==> src/rtl/nfc_pkg.sv <==
// nfc_pkg: shared definitions for the ISO14443A cascade detector.
//   det_state_e  - detector sequence states
//   xact_state_e - single-transaction engine states
//   register addresses, command bytes, SEL codes, cascade tag, error codes
package nfc_pkg;

    typedef enum logic [3:0] {
        StIdle,
        StReqa,
        StAnticoll,
        StReadUid,
        StChkBcc,
        StSelect,
        StChkSak,
        StDone,
        StError
    } det_state_e;

    typedef enum logic [1:0] {
        XIdle,
        XIssue,
        XWait
    } xact_state_e;

    localparam logic [5:0] CmdReg  = 6'h01;
    localparam logic [5:0] SelReg  = 6'h02;
    localparam logic [5:0] FifoReg = 6'h09;

    localparam logic [7:0] CmdReqa    = 8'h26;
    localparam logic [7:0] CmdSelect  = 8'h50;
    localparam logic [7:0] CascadeTag = 8'h88;

    localparam logic [7:0] ErrNone    = 8'h00;
    localparam logic [7:0] ErrAtqa    = 8'h01;
    localparam logic [7:0] ErrBcc     = 8'h02;
    localparam logic [7:0] ErrSak     = 8'h03;
    localparam logic [7:0] ErrCascade = 8'h04;
    localparam logic [7:0] ErrTimeout = 8'h05;

    // Anticollision SEL code for cascade level 0/1/2.
    function automatic logic [7:0] sel_code(input logic [1:0] level);
        logic [7:0] code;
        case (level)
            2'd0:    code = 8'h93;
            2'd1:    code = 8'h95;
            default: code = 8'h97;
        endcase
        return code;
    endfunction

endpackage

==> src/rtl/nfc_cmd_xact.sv <==
// nfc_cmd_xact: issues one front-end command and waits for its completion.
//   clk, rst              - clock, synchronous active-high reset
//   start_i               - launch a transaction (only honoured when idle)
//   write_i/addr_i/wdata_i- command fields, latched on start_i
//   xact_ok_o             - one-cycle pulse, done seen; rdata_o valid from then on
//   xact_timeout_o        - one-cycle pulse, no done within TIMEOUT_CYCLES of accept
//   rdata_o               - response byte captured on the done cycle
//   cmd_*                 - front-end valid/ready/done command bus
module nfc_cmd_xact
    import nfc_pkg::*;
#(
    parameter int unsigned TIMEOUT_CYCLES = 1024
) (
    input  logic       clk,
    input  logic       rst,
    input  logic       start_i,
    input  logic       write_i,
    input  logic [5:0] addr_i,
    input  logic [7:0] wdata_i,
    output logic       xact_ok_o,
    output logic       xact_timeout_o,
    output logic [7:0] rdata_o,
    output logic       cmd_valid_o,
    output logic       cmd_write_o,
    output logic [5:0] cmd_addr_o,
    output logic [7:0] cmd_wdata_o,
    input  logic       cmd_ready_i,
    input  logic       cmd_done_i,
    input  logic [7:0] cmd_rdata_i
);

    localparam int unsigned CntW = $clog2(TIMEOUT_CYCLES + 1);

    xact_state_e   state_q, state_d;
    logic [CntW-1:0] cnt_q, cnt_d;
    logic          write_q, write_d;
    logic [5:0]    addr_q, addr_d;
    logic [7:0]    wdata_q, wdata_d;
    logic [7:0]    rdata_q, rdata_d;
    logic          ok_q, ok_d;
    logic          to_q, to_d;

    always_ff @(posedge clk) begin
        if (rst) begin
            state_q <= XIdle;
            cnt_q   <= '0;
            write_q <= 1'b0;
            addr_q  <= '0;
            wdata_q <= '0;
            rdata_q <= '0;
            ok_q    <= 1'b0;
            to_q    <= 1'b0;
        end else begin
            state_q <= state_d;
            cnt_q   <= cnt_d;
            write_q <= write_d;
            addr_q  <= addr_d;
            wdata_q <= wdata_d;
            rdata_q <= rdata_d;
            ok_q    <= ok_d;
            to_q    <= to_d;
        end
    end

    always_comb begin
        state_d = state_q;
        cnt_d   = cnt_q;
        write_d = write_q;
        addr_d  = addr_q;
        wdata_d = wdata_q;
        rdata_d = rdata_q;
        ok_d    = 1'b0;
        to_d    = 1'b0;
        case (state_q)
            XIdle: begin
                if (start_i) begin
                    write_d = write_i;
                    addr_d  = addr_i;
                    wdata_d = wdata_i;
                    state_d = XIssue;
                end
            end
            XIssue: begin
                // The accept cycle counts as the first elapsed cycle.
                if (cmd_ready_i) begin
                    cnt_d   = CntW'(1);
                    state_d = XWait;
                end
            end
            XWait: begin
                // done is checked first so it wins over a coincident timeout.
                if (cmd_done_i) begin
                    rdata_d = cmd_rdata_i;
                    ok_d    = 1'b1;
                    state_d = XIdle;
                end else if (cnt_q >= CntW'(TIMEOUT_CYCLES)) begin
                    to_d    = 1'b1;
                    state_d = XIdle;
                end else begin
                    cnt_d = cnt_q + CntW'(1);
                end
            end
            default: state_d = XIdle;
        endcase
    end

    assign cmd_valid_o    = (state_q == XIssue);
    assign cmd_write_o    = write_q;
    assign cmd_addr_o     = addr_q;
    assign cmd_wdata_o    = wdata_q;
    assign xact_ok_o      = ok_q;
    assign xact_timeout_o = to_q;
    assign rdata_o        = rdata_q;

endmodule

==> src/rtl/nfc_cascade_detector.sv <==
// nfc_cascade_detector: ISO14443A REQA/ANTICOLL/SELECT sequencer with cascade levels,
// per-transaction timeout and full-sequence retry.
//   clk, rst          - clock, synchronous active-high reset
//   nfc_irq           - card-present level; rising edge in idle starts a sequence
//   nfc_cmd_*         - front-end command bus (see nfc_cmd_xact)
//   card_detected     - high while a sequence runs (through DONE/ERROR cycle)
//   card_uid/uid_len  - assembled UID (first byte in [7:0]) and its length
//   card_sak          - final SAK
//   card_ready/start_auth - coincident one-cycle success pulses
//   detection_error   - one-cycle terminal failure pulse; error_code holds last error
module nfc_cascade_detector
    import nfc_pkg::*;
#(
    parameter int unsigned MAX_CASCADE    = 3,
    parameter int unsigned MAX_RETRIES    = 2,
    parameter int unsigned TIMEOUT_CYCLES = 1024,
    localparam int unsigned UID_W         = 8 * (3 * MAX_CASCADE + 1)
) (
    input  logic             clk,
    input  logic             rst,
    input  logic             nfc_irq,
    output logic             nfc_cmd_valid,
    input  logic             nfc_cmd_ready,
    output logic             nfc_cmd_write,
    output logic [5:0]       nfc_cmd_addr,
    output logic [7:0]       nfc_cmd_wdata,
    input  logic [7:0]       nfc_cmd_rdata,
    input  logic             nfc_cmd_done,
    output logic             card_detected,
    output logic [UID_W-1:0] card_uid,
    output logic [3:0]       uid_len,
    output logic [7:0]       card_sak,
    output logic             card_ready,
    output logic             start_auth,
    output logic             detection_error,
    output logic [7:0]       error_code
);

    det_state_e       state_q, state_d;
    logic             irq_q;
    logic             issued_q, issued_d;
    logic [1:0]       level_q, level_d;
    logic [3:0]       retry_q, retry_d;
    logic [2:0]       idx_q, idx_d;
    logic [4:0][7:0]  bytes_q, bytes_d;
    logic             tag_q, tag_d;
    logic [7:0]       sak_q, sak_d;
    logic [UID_W-1:0] uid_q, uid_d;
    logic [3:0]       uid_cnt_q, uid_cnt_d;
    logic [3:0]       uid_len_q, uid_len_d;
    logic [7:0]       card_sak_q, card_sak_d;
    logic [7:0]       err_q, err_d;

    logic       xs_start, xs_write;
    logic [5:0] xs_addr;
    logic [7:0] xs_wdata;
    logic       xact_ok, xact_timeout;
    logic [7:0] xact_rdata;

    logic       fail_fatal, fail_retry;
    logic [7:0] fail_code;
    logic [7:0] bcc_calc;

    nfc_cmd_xact #(
        .TIMEOUT_CYCLES(TIMEOUT_CYCLES)
    ) u_xact (
        .clk           (clk),
        .rst           (rst),
        .start_i       (xs_start),
        .write_i       (xs_write),
        .addr_i        (xs_addr),
        .wdata_i       (xs_wdata),
        .xact_ok_o     (xact_ok),
        .xact_timeout_o(xact_timeout),
        .rdata_o       (xact_rdata),
        .cmd_valid_o   (nfc_cmd_valid),
        .cmd_write_o   (nfc_cmd_write),
        .cmd_addr_o    (nfc_cmd_addr),
        .cmd_wdata_o   (nfc_cmd_wdata),
        .cmd_ready_i   (nfc_cmd_ready),
        .cmd_done_i    (nfc_cmd_done),
        .cmd_rdata_i   (nfc_cmd_rdata)
    );

    always_ff @(posedge clk) begin
        if (rst) begin
            state_q    <= StIdle;
            irq_q      <= 1'b0;
            issued_q   <= 1'b0;
            level_q    <= '0;
            retry_q    <= '0;
            idx_q      <= '0;
            bytes_q    <= '0;
            tag_q      <= 1'b0;
            sak_q      <= '0;
            uid_q      <= '0;
            uid_cnt_q  <= '0;
            uid_len_q  <= '0;
            card_sak_q <= '0;
            err_q      <= ErrNone;
        end else begin
            state_q    <= state_d;
            irq_q      <= nfc_irq;
            issued_q   <= issued_d;
            level_q    <= level_d;
            retry_q    <= retry_d;
            idx_q      <= idx_d;
            bytes_q    <= bytes_d;
            tag_q      <= tag_d;
            sak_q      <= sak_d;
            uid_q      <= uid_d;
            uid_cnt_q  <= uid_cnt_d;
            uid_len_q  <= uid_len_d;
            card_sak_q <= card_sak_d;
            err_q      <= err_d;
        end
    end

    assign bcc_calc = bytes_q[0] ^ bytes_q[1] ^ bytes_q[2] ^ bytes_q[3];

    always_comb begin
        state_d    = state_q;
        issued_d   = issued_q;
        level_d    = level_q;
        retry_d    = retry_q;
        idx_d      = idx_q;
        bytes_d    = bytes_q;
        tag_d      = tag_q;
        sak_d      = sak_q;
        uid_d      = uid_q;
        uid_cnt_d  = uid_cnt_q;
        uid_len_d  = uid_len_q;
        card_sak_d = card_sak_q;
        err_d      = err_q;
        xs_start   = 1'b0;
        xs_write   = 1'b1;
        xs_addr    = CmdReg;
        xs_wdata   = 8'h00;
        fail_fatal = 1'b0;
        fail_retry = 1'b0;
        fail_code  = ErrNone;

        case (state_q)
            StIdle: begin
                if (nfc_irq && !irq_q) begin
                    uid_d      = '0;
                    uid_cnt_d  = '0;
                    uid_len_d  = '0;
                    card_sak_d = '0;
                    retry_d    = '0;
                    level_d    = '0;
                    tag_d      = 1'b0;
                    state_d    = StReqa;
                end
            end
            StReqa: begin
                xs_wdata = CmdReqa;
                if (xact_ok) begin
                    if (xact_rdata == 8'h00 || xact_rdata == 8'hFF) begin
                        fail_fatal = 1'b1;
                        fail_code  = ErrAtqa;
                    end else begin
                        state_d = StAnticoll;
                    end
                end
            end
            StAnticoll: begin
                xs_addr  = SelReg;
                xs_wdata = sel_code(level_q);
                if (xact_ok) begin
                    idx_d   = '0;
                    state_d = StReadUid;
                end
            end
            StReadUid: begin
                xs_write = 1'b0;
                xs_addr  = FifoReg;
                if (xact_ok) begin
                    bytes_d[idx_q] = xact_rdata;
                    if (idx_q == 3'd4) begin
                        state_d = StChkBcc;
                    end else begin
                        idx_d = idx_q + 3'd1;
                    end
                end
            end
            StChkBcc: begin
                if (bcc_calc != bytes_q[4]) begin
                    fail_retry = 1'b1;
                    fail_code  = ErrBcc;
                end else if (bytes_q[0] == CascadeTag) begin
                    // Cascade tag is not part of the UID; only b1..b3 are kept.
                    tag_d = 1'b1;
                    for (int i = 0; i < 3; i++) begin
                        uid_d[8*(int'(uid_cnt_q)+i) +: 8] = bytes_q[i+1];
                    end
                    uid_cnt_d = uid_cnt_q + 4'd3;
                    state_d   = StSelect;
                end else begin
                    tag_d = 1'b0;
                    for (int i = 0; i < 4; i++) begin
                        uid_d[8*(int'(uid_cnt_q)+i) +: 8] = bytes_q[i];
                    end
                    uid_cnt_d = uid_cnt_q + 4'd4;
                    state_d   = StSelect;
                end
            end
            StSelect: begin
                xs_wdata = CmdSelect | {6'b0, level_q};
                if (xact_ok) begin
                    sak_d   = xact_rdata;
                    state_d = StChkSak;
                end
            end
            StChkSak: begin
                // SAK bit2 means "UID not complete" and must agree with the tag.
                if (sak_q[2] != tag_q) begin
                    fail_fatal = 1'b1;
                    fail_code  = ErrSak;
                end else if (sak_q[2]) begin
                    if (32'(level_q) + 32'd1 == MAX_CASCADE) begin
                        fail_fatal = 1'b1;
                        fail_code  = ErrCascade;
                    end else begin
                        level_d = level_q + 2'd1;
                        state_d = StAnticoll;
                    end
                end else begin
                    uid_len_d  = uid_cnt_q;
                    card_sak_d = sak_q;
                    state_d    = StDone;
                end
            end
            StDone:  state_d = StIdle;
            StError: state_d = StIdle;
            default: state_d = StIdle;
        endcase

        // Each transaction state launches exactly one command, then waits for its outcome.
        if (state_q inside {StReqa, StAnticoll, StReadUid, StSelect}) begin
            xs_start = !issued_q;
            issued_d = !(xact_ok || xact_timeout);
            if (xact_timeout) begin
                fail_retry = 1'b1;
                fail_code  = ErrTimeout;
            end
        end

        if (fail_retry) begin
            err_d = fail_code;
            if (32'(retry_q) < MAX_RETRIES) begin
                retry_d   = retry_q + 4'd1;
                uid_d     = '0;
                uid_cnt_d = '0;
                level_d   = '0;
                state_d   = StReqa;
            end else begin
                state_d = StError;
            end
        end

        if (fail_fatal) begin
            err_d   = fail_code;
            state_d = StError;
        end
    end

    assign card_detected   = (state_q != StIdle);
    assign card_uid        = uid_q;
    assign uid_len         = uid_len_q;
    assign card_sak        = card_sak_q;
    assign card_ready      = (state_q == StDone);
    assign start_auth      = (state_q == StDone);
    assign detection_error = (state_q == StError);
    assign error_code      = err_q;

endmodule

==> config.mk <==
export PLATFORM = sky130hd
export DESIGN_NAME = nfc_cascade_detector
export DESIGN_NICKNAME = d
export VERILOG_FILES = /design/src/rtl/nfc_pkg.sv /design/src/rtl/nfc_cmd_xact.sv /design/src/rtl/nfc_cascade_detector.sv
export SDC_FILE = /design/constraint.sdc
export NUM_CORES = 1
export LEC_CHECK = 0
export CORE_UTILIZATION = 40
export DETAILED_ROUTE_END_ITERATION = 16
export PLACE_DENSITY_LB_ADDON = 0.08
export SLEW_MARGIN = 20
export SYNTH_ARGS = -nofsm -noshare
export SYNTH_HDL_FRONTEND = slang
export SYNTH_SLANG_ARGS = --single-unit
==> constraint.sdc <==
create_clock -name clk -period 11.5 [get_ports clk]
set_input_delay 3.45 -clock clk [delete_from_list [all_inputs] [get_ports clk]]
set_output_delay 3.45 -clock clk [all_outputs]
set_load 0.1 [all_outputs]
## Word level (Yosys, flattened, before mapping)

Cells that the tools add are included.

| word-level totals | value |
|---|---|
| memory bits (writable) | 0 |
| word-level logic and storage cells | 242 |
| input port bits | 13 |
| bits in read-only memories | 0 |
| memories | 0 |
| bits in latches | 0 |
| output and inout bits | 120 |
| register bits | 206 |

| cells by class | value |
|---|---|
| magnitude comparators | 4 |
| divide/modulo/power cells | 0 |
| multiply operators | 0 |
| $add $sub $neg | 14 |
| shifts and indexed selects | 11 |
| multiplexer cells | 101 |
| reductions and logical operators | 32 |
| equal/unequal tests | 49 |
| bitwise gates (word level) | 4 |

Operators by type and width:

| kind | count |
|---|---|
| bitwise mux 80 bit | 7 |
| variable part select 8 x 33 -> 80 bit | 7 |
| two-way mux 80 bit | 5 |
| variable shift 8 x 33 -> 80 bit, first input constant | 4 |
| case mux 80 bit (2 select lines) | 1 |
| two-way mux 4 bit | 26 |
| negation 8 -> 33 bit | 3 |
| two-way mux 8 bit | 8 |
| bitwise mux 40 bit | 1 |
| two-way mux 11 bit | 3 |
| negation 7 -> 33 bit | 1 |
| case mux 4 bit (7 select lines) | 1 |
| demux 8 bit (select 3 bit) | 1 |
| inequality test 4 bit, second input constant | 6 |
| case mux 4 bit (2 select lines) | 3 |
| case mux 8 bit (3 select lines) | 1 |
| XOR 8 bit | 3 |
| two-way mux 2 bit | 11 |
| case mux 11 bit (2 select lines) | 1 |
| AND reduction 10 bit | 2 |
| two-way mux 1 bit | 18 |
| two-way mux 3 bit | 6 |
| == test 4 x 3 -> 1 bit, second input constant | 4 |
| == test 8 bit, second input constant | 2 |
| 48 further kinds | 90 |

## Depth between registers and ports, before layout

Gate-level depths: netlist (run 1).

| logic depth | value |
|---|---|
| word-level depth | 11 |
| gate-level depth with buffers | 17 |
| gate-level depth less buffers | 13 |

## Hierarchy

From an unflattened synthesis (run 1), not the netlist that was laid out.

| second synthesis, totals | value |
|---|---|
| cell total of the unflattened synthesis | 2287 |
| area total of the unflattened synthesis | 16056.6 um^2 |

By module, submodules not included:

| module | times used | area each (um^2) | seq. area each (um^2) | cells an instance |
|---|---|---|---|---|
| nfc_cascade_detector | 1 | 14560.2 | 3243.1 | 2119 |
| nfc_cmd_xact | 1 | 1496.4 | 760.7 | 168 |

## Worst setup path before layout (run 1)

No wires, ideal clock.

| timing path | value |
|---|---|
| kind | register to output |
| start point | reg state_q[0] |
| end point | out detection_error |
| required time | 8.050 ns |
| cell stages (with the launch flop) | 5 |
| slack | 4.950 ns |
| arrival time | 3.100 ns |
| path buffers | 2 |
| cells stage by stage | dfxtp_1 -> clkbuf_1 -> or2_2 -> clkbuf_1 -> nor3b_1 |

| on the way | value |
|---|---|
| word-level cells in the longest chain between the ends | 1 |

RTL lines:

| what | line | text |
|---|---|---|
| start, declared | nfc_cascade_detector.sv:39 | `det_state_e state_q, state_d;` |
| start signal, assigned | nfc_cascade_detector.sv:87 | `state_q <= StIdle;` |
| start signal, assigned | nfc_cascade_detector.sv:102 | `state_q <= state_d;` |
| == test 4 bit | nfc_cascade_detector.sv:274 | `assign detection_error = (state_q == StError);` |
| end, declared | nfc_cascade_detector.sv:35 | `output logic detection_error,` |

No other way between the ends.

## Final worst setup path (run 1)

| timing path | value |
|---|---|
| start point | reg state_q[0] |
| end point | out card_detected |

| on the way | value |
|---|---|
| word-level cells in the longest chain between the ends | 1 |

RTL lines:

| what | line | text |
|---|---|---|
| nonzero test 4 bit | nfc_cascade_detector.sv:268 | `assign card_detected = (state_q != StIdle);` |
| end, declared | nfc_cascade_detector.sv:29 | `output logic card_detected,` |

No other way between the ends.

==> results of run 1 <==
==> layout make-up <==
class                      instances  area (sq um)  share of cell area (%)
multi-input combinational       1691         10700                    60.9
sequential                       196          3920                    22.4
timing repair buffer             171          1590                    9.06
tap                              511           639                    3.65
clock buffer                      21           470                    2.69
clock inverter                    11           130                   0.743
inverter                          24          90.1                   0.515
==> through the flow <==
step / instances / instance area, sq um
2_1_floorplan: 2136 / 15500
3_3_place_gp: 2593 / 16900
3_5_place_dp: 2593 / 16900
4_1_cts: 2625 / 17500
5_1_grt: 2625 / 17500
6_report: 2625 / 17500
==> worst max path at each step <==
stage	slack (ns)	cells past startpoint	end	startpoint
detailed placement	4.85	6	card_sak[4]$_SDFFE_PP0P_	nfc_irq
finish	5.25	4	card_detected	state_q[0]$_SDFFE_PP0P_
global placement	5.07	6	card_sak[3]$_SDFFE_PP0P_	nfc_irq
global route	5.07	4	card_detected	state_q[0]$_SDFFE_PP0P_
floorplan	4.95	4	detection_error	state_q[0]$_SDFFE_PP0P_
CTS	5.24	4	card_detected	state_q[0]$_SDFFE_PP0P_
==> power breakdown <==
| part | switching (W) | internal, W |
|---|---|---|
| clock | 0.000327 | 0.000309 |
| sequential | 0.0000245 | 0.000700 |
| combinational | 0.000359 | 0.000107 |
==> flip-flops by register name (all words and copies together), names as in the netlist, 2 cells and up <==
signal and cells:
state_q 4, level_q 2, sak_q 8, u_xact.rdata_o 8
error_code 3, retry_q 4, bytes_q 40, u_xact.cmd_addr_o 3
u_xact.cmd_wdata_o 7, u_xact.cnt_q 11, uid_cnt_q 4, u_xact.state_q 2
card_sak 7, uid_len 4, card_uid 80, idx_q 3
==> critical path: stages, from the launching register on <==
cell,delay (ns)
dfxtp_1,0.39
or2_2,0.38
nor3_1,0.44
inv_1,0.11
clkdlybuf4s50_1,0.99
==> metal layers <==
layer / track usage, % / vias to the layer above / part of all wire (%)
met5: 0 / - / 0
met2: 52.0 / 1091 / 41
met3: 11.6 / 232 / 13
met1: 49.0 / 8262 / 41
met4: 16.8 / 0 / 5.1
li1: - / 7762 / -
==> synth_stat cells (all sizes together), types with 6 or more instances <==
master / count
xnor2: 19
and2: 30
o2111ai: 25
a211o: 21
or2: 11
nor2: 204
xnor3: 7
mux2: 15
nor2b: 21
a2111oi: 8
a31o: 6
and3: 24
or4: 7
o21ai: 119
nor3b: 7
a211oi: 66
nand3: 64
nand2: 287
nand4: 15
a21oi: 216
nor3: 35
a32oi: 19
buf: 79
a311oi: 11
ha: 27
a221oi: 10
a22oi: 29
o211ai: 95
or3: 13
dfxtp: 196
o21a: 6
o221ai: 22
xor2: 16
clkbuf: 146
inv: 24
nand2b: 12
mux2i: 129
nor4: 7
a31oi: 25
==> kinds of logic after synthesis <==
| family | synth area share (%) |
|---|---|
| xor+xnor | 3.09 |
| flops | 25.3 |
| other cells | 0.0242 |
| compound gates | 30.3 |
| simple gates | 22.6 |
| mux | 9.50 |
| buf+inv | 7.01 |
| fa+ha+maj | 2.18 |
==> metrics.md, run 1 <==
| Metric | Value |
|---|---|
| Vias | `17300` |
| Cell accounting for the most synthesized area | `dfxtp_1` |
| Reg-to-reg startpoint | `uid_cnt_q[2]$_SDFF_PP0_` |
| Cell row count | `71` |
| Largest cells by area after synthesis | `dfxtp_1, mux2i_1, nand2_1` |
| Fin Hold WS | `0.457 ns` |
| Post_cts resized | `0` |
| ANT nets after route | `0` |
| Max Cap Viol | `0` |
| Largest net degree at the start of global routing | `101` |
| Die area | `0.0395 sq mm` |
| Reg2Reg Capture Point | `card_uid[74]$_SDFF_PP0_` |
| Fin crit period | `6.25 ns` |
| Clk Latency, worst-skew pair | `0.48 ns` |
| Async SR Flop Fraction | `0%` |
| Diodes inserted | `0` |
| Cts bufs inserted | `17` |
| RSZ-0062 raised after global routing | `false` |
| Worst IR drop on VDD | `0.111 mV` |
| Clk sink count | `196` |
| Hold EP | `u_xact.cmd_wdata_o[6]$_SDFFE_PP0P_` |
| Status | `finished, final reports clean` |
| Layout cells sized above 1 | `7.14%` |
| Final TNS setup | `0 ns` |
| Final slew viol count | `0` |
| Die Y | `roughly 200 microns` |
| Post-layout nets | `between 2000 and 2500` |
| GRT Overall Usage | `around 36%` |
| Register area share after synthesis | `between 20% and 30%` |
| Place WS | `4.85 ns` |
| Most common cell after layout, fill and taps aside | `nand2_1` |
| Final setup violation count | `0` |
| Worst setup SP type | `register` |
| Die W | `199 microns` |
| CTS tree | `done` |
| Slew HR | `approximately a fifth` |
| Reg2Reg Depth | `13` |
| Flop2flop setup slack | `6.59 ns` |
| Fill cells | `slightly below 4000` |
| Io pins | `roughly 130` |
| First-pass GRT wire length | `106000 microns` |
| Hold path cells | `2` |
| Total grt overflow | `0` |
| Worst Path Arrival | `roughly 2.8 ns` |
| 1st-iter DRT viols | `2240` |
| Yosys warns | `0` |
| Port Buffers | `about 120` |
| H-tree Lvls | `4` |
| Synth Area per Inst | `about 7.3 sq um` |
| Total Power | `between 0.0015 and 0.002 W` |
| DRC viols | `0` |
| Initial antenna violation count | `1` |
| CTS max path bufs | `2` |
| Root Driver | `clkbuf_16` |
| Register bit total from synthesis | `roughly 200` |
| Vias in the first global route | `around 16000` |
| Slew @ Worst Pin | `1.21 ns` |
| Final hold violations | `0` |
| Via density | `6.61` |
| Starting Density | `between 40% and 50%` |
| Final Cycle Share | `54.3%` |
| Total Routed Length | `72200 microns` |
| Crit. End Element | `primary output` |
| Post-synth top area share | `25.3%` |
| Crit-path max FO | `9` |
| Clock transition at path regs | `roughly 0.090 ns` |
| Most used DFF post-synth | `dfxtp_1` |
| Min-delay worst type | `register to register` |
| Commonest cells after routing, fill and taps aside | `nand2_1, a21oi_1, nor2_1, dfxtp_1, mux2i_1` |
| Hold Startpoint | `u_xact.cmd_wdata_o[6]$_SDFFE_PP0P_` |
| Layout area overhead | `12.9%` |
| Hold_buf cts | `0` |
| Highest clock rate | `160 MHz` |
| Setup ws final | `5.25 ns` |
| Critical path required time | `8.05 ns` |
| Synth unique cells | `92` |
| Worst setup path class | `register to primary output` |
| Mapped cell area | `roughly 0.015 sq mm` |
| Routed len/inst | `approximately 27 microns` |
| Clock skew | `about 0.018 ns` |
| Gpl congestion | `1.01` |
| Power Density | `104 mW/mm^2` |
| Post-synth EDFFs | `0` |
| Post-DP HPWL | `48300 microns` |
| Cell count after synthesis | `2127` |
| Post-Route Utilization | `between 40% and 50%` |
| Post-CTS Setup Inserts | `0` |
| DR pass1 iterations | `6` |
| Core area | `0.0379 sq mm` |
| Leak | `just over 6 nW` |
(Power assumes the default switching activity.)
==> run 2: changes to the inputs <==
Clock period 11.5 ns to 6.45 ns, I/O delays scaled along.
==> metrics.md, run 2 (same netlist as run 1, synthesis figures left out) <==
| Metric | Value |
|---|---|
| ANT nets after route | `0` |
| Largest net degree at the start of global routing | `91` |
| Flop2flop setup slack | `1.58 ns` |
| Worst setup SP type | `register` |
| Met2 wire length | `29900 microns` |
| Place WS | `1.73 ns` |
| Commonest cells after routing, fill and taps aside | `nand2_1, a21oi_1, nor2_1, dfxtp_1, mux2i_1` |
| Die area | `0.0395 sq mm` |
| Worst Path Arrival | `5.28 ns` |
| Clock skew | `0.0108 ns` |
| Reg2Reg Capture Point | `card_uid[51]$_SDFF_PP0_` |
| CTS tree | `done` |
| Total Routed Length | `between 70000 and 80000 microns` |
| Final hold violations | `0` |
| Crit-path max FO | `24` |
| Reg2Reg Depth | `9` |
| Final slew viol count | `0` |
| Core area | `0.0379 sq mm` |
| Via density | `around 6.6` |
| Max incr delay on CP | `0.98 ns` |
| Layout area overhead | `13.3%` |
| Hold path cells | `2` |
| Final Cycle Share | `between 70 and 80%` |
| Total grt overflow | `0` |
| Finished Cell Area | `0.0176 sq mm` |
| Power Density | `189 mW/mm^2` |
| Routed len/inst | `27.9 microns` |
| Placed cell areas | `about 0.017 sq mm` |
| Slew HR | `22.7%` |
| First-pass GRT wire length | `108000 microns` |
| Most common cell after layout, fill and taps aside | `nand2_1` |
| Setup ws final | `~1.6 ns` |
| Crit-path slowest cell | `o2111a_1` |
| Root Driver | `clkbuf_16` |
| Uppermost layer routed | `met4` |
| Min-delay worst type | `register to register` |
| Fin crit period | `slightly below 5 ns` |
| Max reg flops | `80` |
| Reg-to-reg startpoint | `uid_cnt_q[1]$_SDFF_PP0_` |
| H-tree Lvls | `4` |
| Most used cell, CP | `a211oi_1` |
| Post-DP HPWL | `a little over 50000 microns` |
| Layout cells sized above 1 | `7.05%` |
| Cell row count | `71` |
| Critical path required time | `6.86 ns` |
| Clk Latency, worst-skew pair | `0.48 ns` |
| Worst setup path class | `register to register` |
| Port Buffers | `122` |
| 1st-iter DRT viols | `2394` |
| Slew @ Worst Pin | `1.16 ns` |
| Gpl congestion | `1.04` |
| Post-CTS Setup Inserts | `0` |
| Io pins | `133` |
| Cts bufs inserted | `17` |
| WL met3 | `8230 microns` |
| Clk sink count | `roughly 200` |
| RSZ-0062 raised after global routing | `false` |
| Vias | `between 15000 and 20000` |
| Crit. End Element | `register` |
| DRC viols | `0` |
| Max Cap Viol | `0` |
| Status | `finished, final reports clean` |
| Initial antenna violation count | `1` |
| Highest clock rate | `205 MHz` |
| Hold EP | `u_xact.cmd_wdata_o[7]$_SDFFE_PP0P_` |
| Die Y | `about 200 microns` |
| Leak | `6.22 nW` |
| DR pass1 iterations | `6` |
| Hold_buf cts | `0` |
| CP cell instances | `inv_1 -> ha_1 -> nor2b_2 -> o2111a_1 -> a311oi_1 -> a211oi_1 -> a211oi_1 -> or4_1 -> a21oi_1` |
| Total Power | `0.00332 W` |
| Starting Density | `40.9%` |
| Vias in the first global route | `15900` |
| Clock transition at path regs | `approximately 0.09 ns` |
| Post-layout nets | `2141` |
| Worst IR drop on VDD | `0.204 mV` |
| M1 WL | `31000 microns` |
| CTS max path bufs | `2` |
| Die W | `199 microns` |
| Final TNS setup | `0 ns` |
| GRT Overall Usage | `36.9%` |
| Hold Startpoint | `u_xact.cmd_wdata_o[7]$_SDFFE_PP0P_` |
| Post_cts resized | `0` |
| Final setup violation count | `0` |
## run 2: how the worst max path moves through the flow
stage	end	slack (ns)	from
after floorplan	detection_error	1.42	state_q[0]$_SDFFE_PP0P_
after global placement	card_uid[51]$_SDFF_PP0_	1.67	uid_cnt_q[1]$_SDFF_PP0_
after detailed placement	card_uid[51]$_SDFF_PP0_	1.73	uid_cnt_q[0]$_SDFF_PP0_
after CTS	card_detected	1.70	state_q[0]$_SDFFE_PP0P_
after global routing	card_uid[51]$_SDFF_PP0_	1.31	uid_cnt_q[0]$_SDFF_PP0_
final	card_uid[51]$_SDFF_PP0_	1.58	uid_cnt_q[1]$_SDFF_PP0_
## run 2: layout make-up
class                   instances  area (sq um)
flip-flops and latches        196          3920
repair buffers                171          1590
clock inverters                13           188
diodes                          1          2.50
inverters                      24          90.1
fillers                      3857         20400
well taps                     511           639
clock buffers                  19           443
multi-input cells            1691         10700
## run 2: per-stage QoR
step / hold slack, ns / instances / utilization (%)
final: 0.459 / 2626 / 46.3
after global routing: 0.484 / 2625 / 46.3
after CTS: 0.464 / 2624 / 46.2
after detailed placement: 0.453 / 2592 / 44.5
after global placement: 0.446 / 2592 / 44.5
after floorplan: 0.437 / 2136 / -
## run 2: routing by layer
layer	global-route usage [%]	vias to the layer above
li1	-	7756
met4	19.0	0
met3	8.49	253
met5	0	-
met2	52.8	1109
met1	51.2	8327
## run 2: critical path: cells and delay by family (launching register included)
| kind | cells | cell delay (ns) |
|---|---|---|
| adders and majority gates | 1 | 0.84 |
| AOI/OAI and AO/OA | 5 | 1.66 |
| and+or+nand+nor | 2 | 1.40 |
| buffers and inverters | 1 | 0.26 |
| DFF | 1 | 0.62 |
## run 2: report_power, final
part,switching [W],internal [W],total (W)
Clock,0.000620,0.000575,0.00119
Sequential,0.0000474,0.00125,0.00130
Combinational,0.000640,0.000192,0.000832
Total,0.00131,0.00201,0.00332
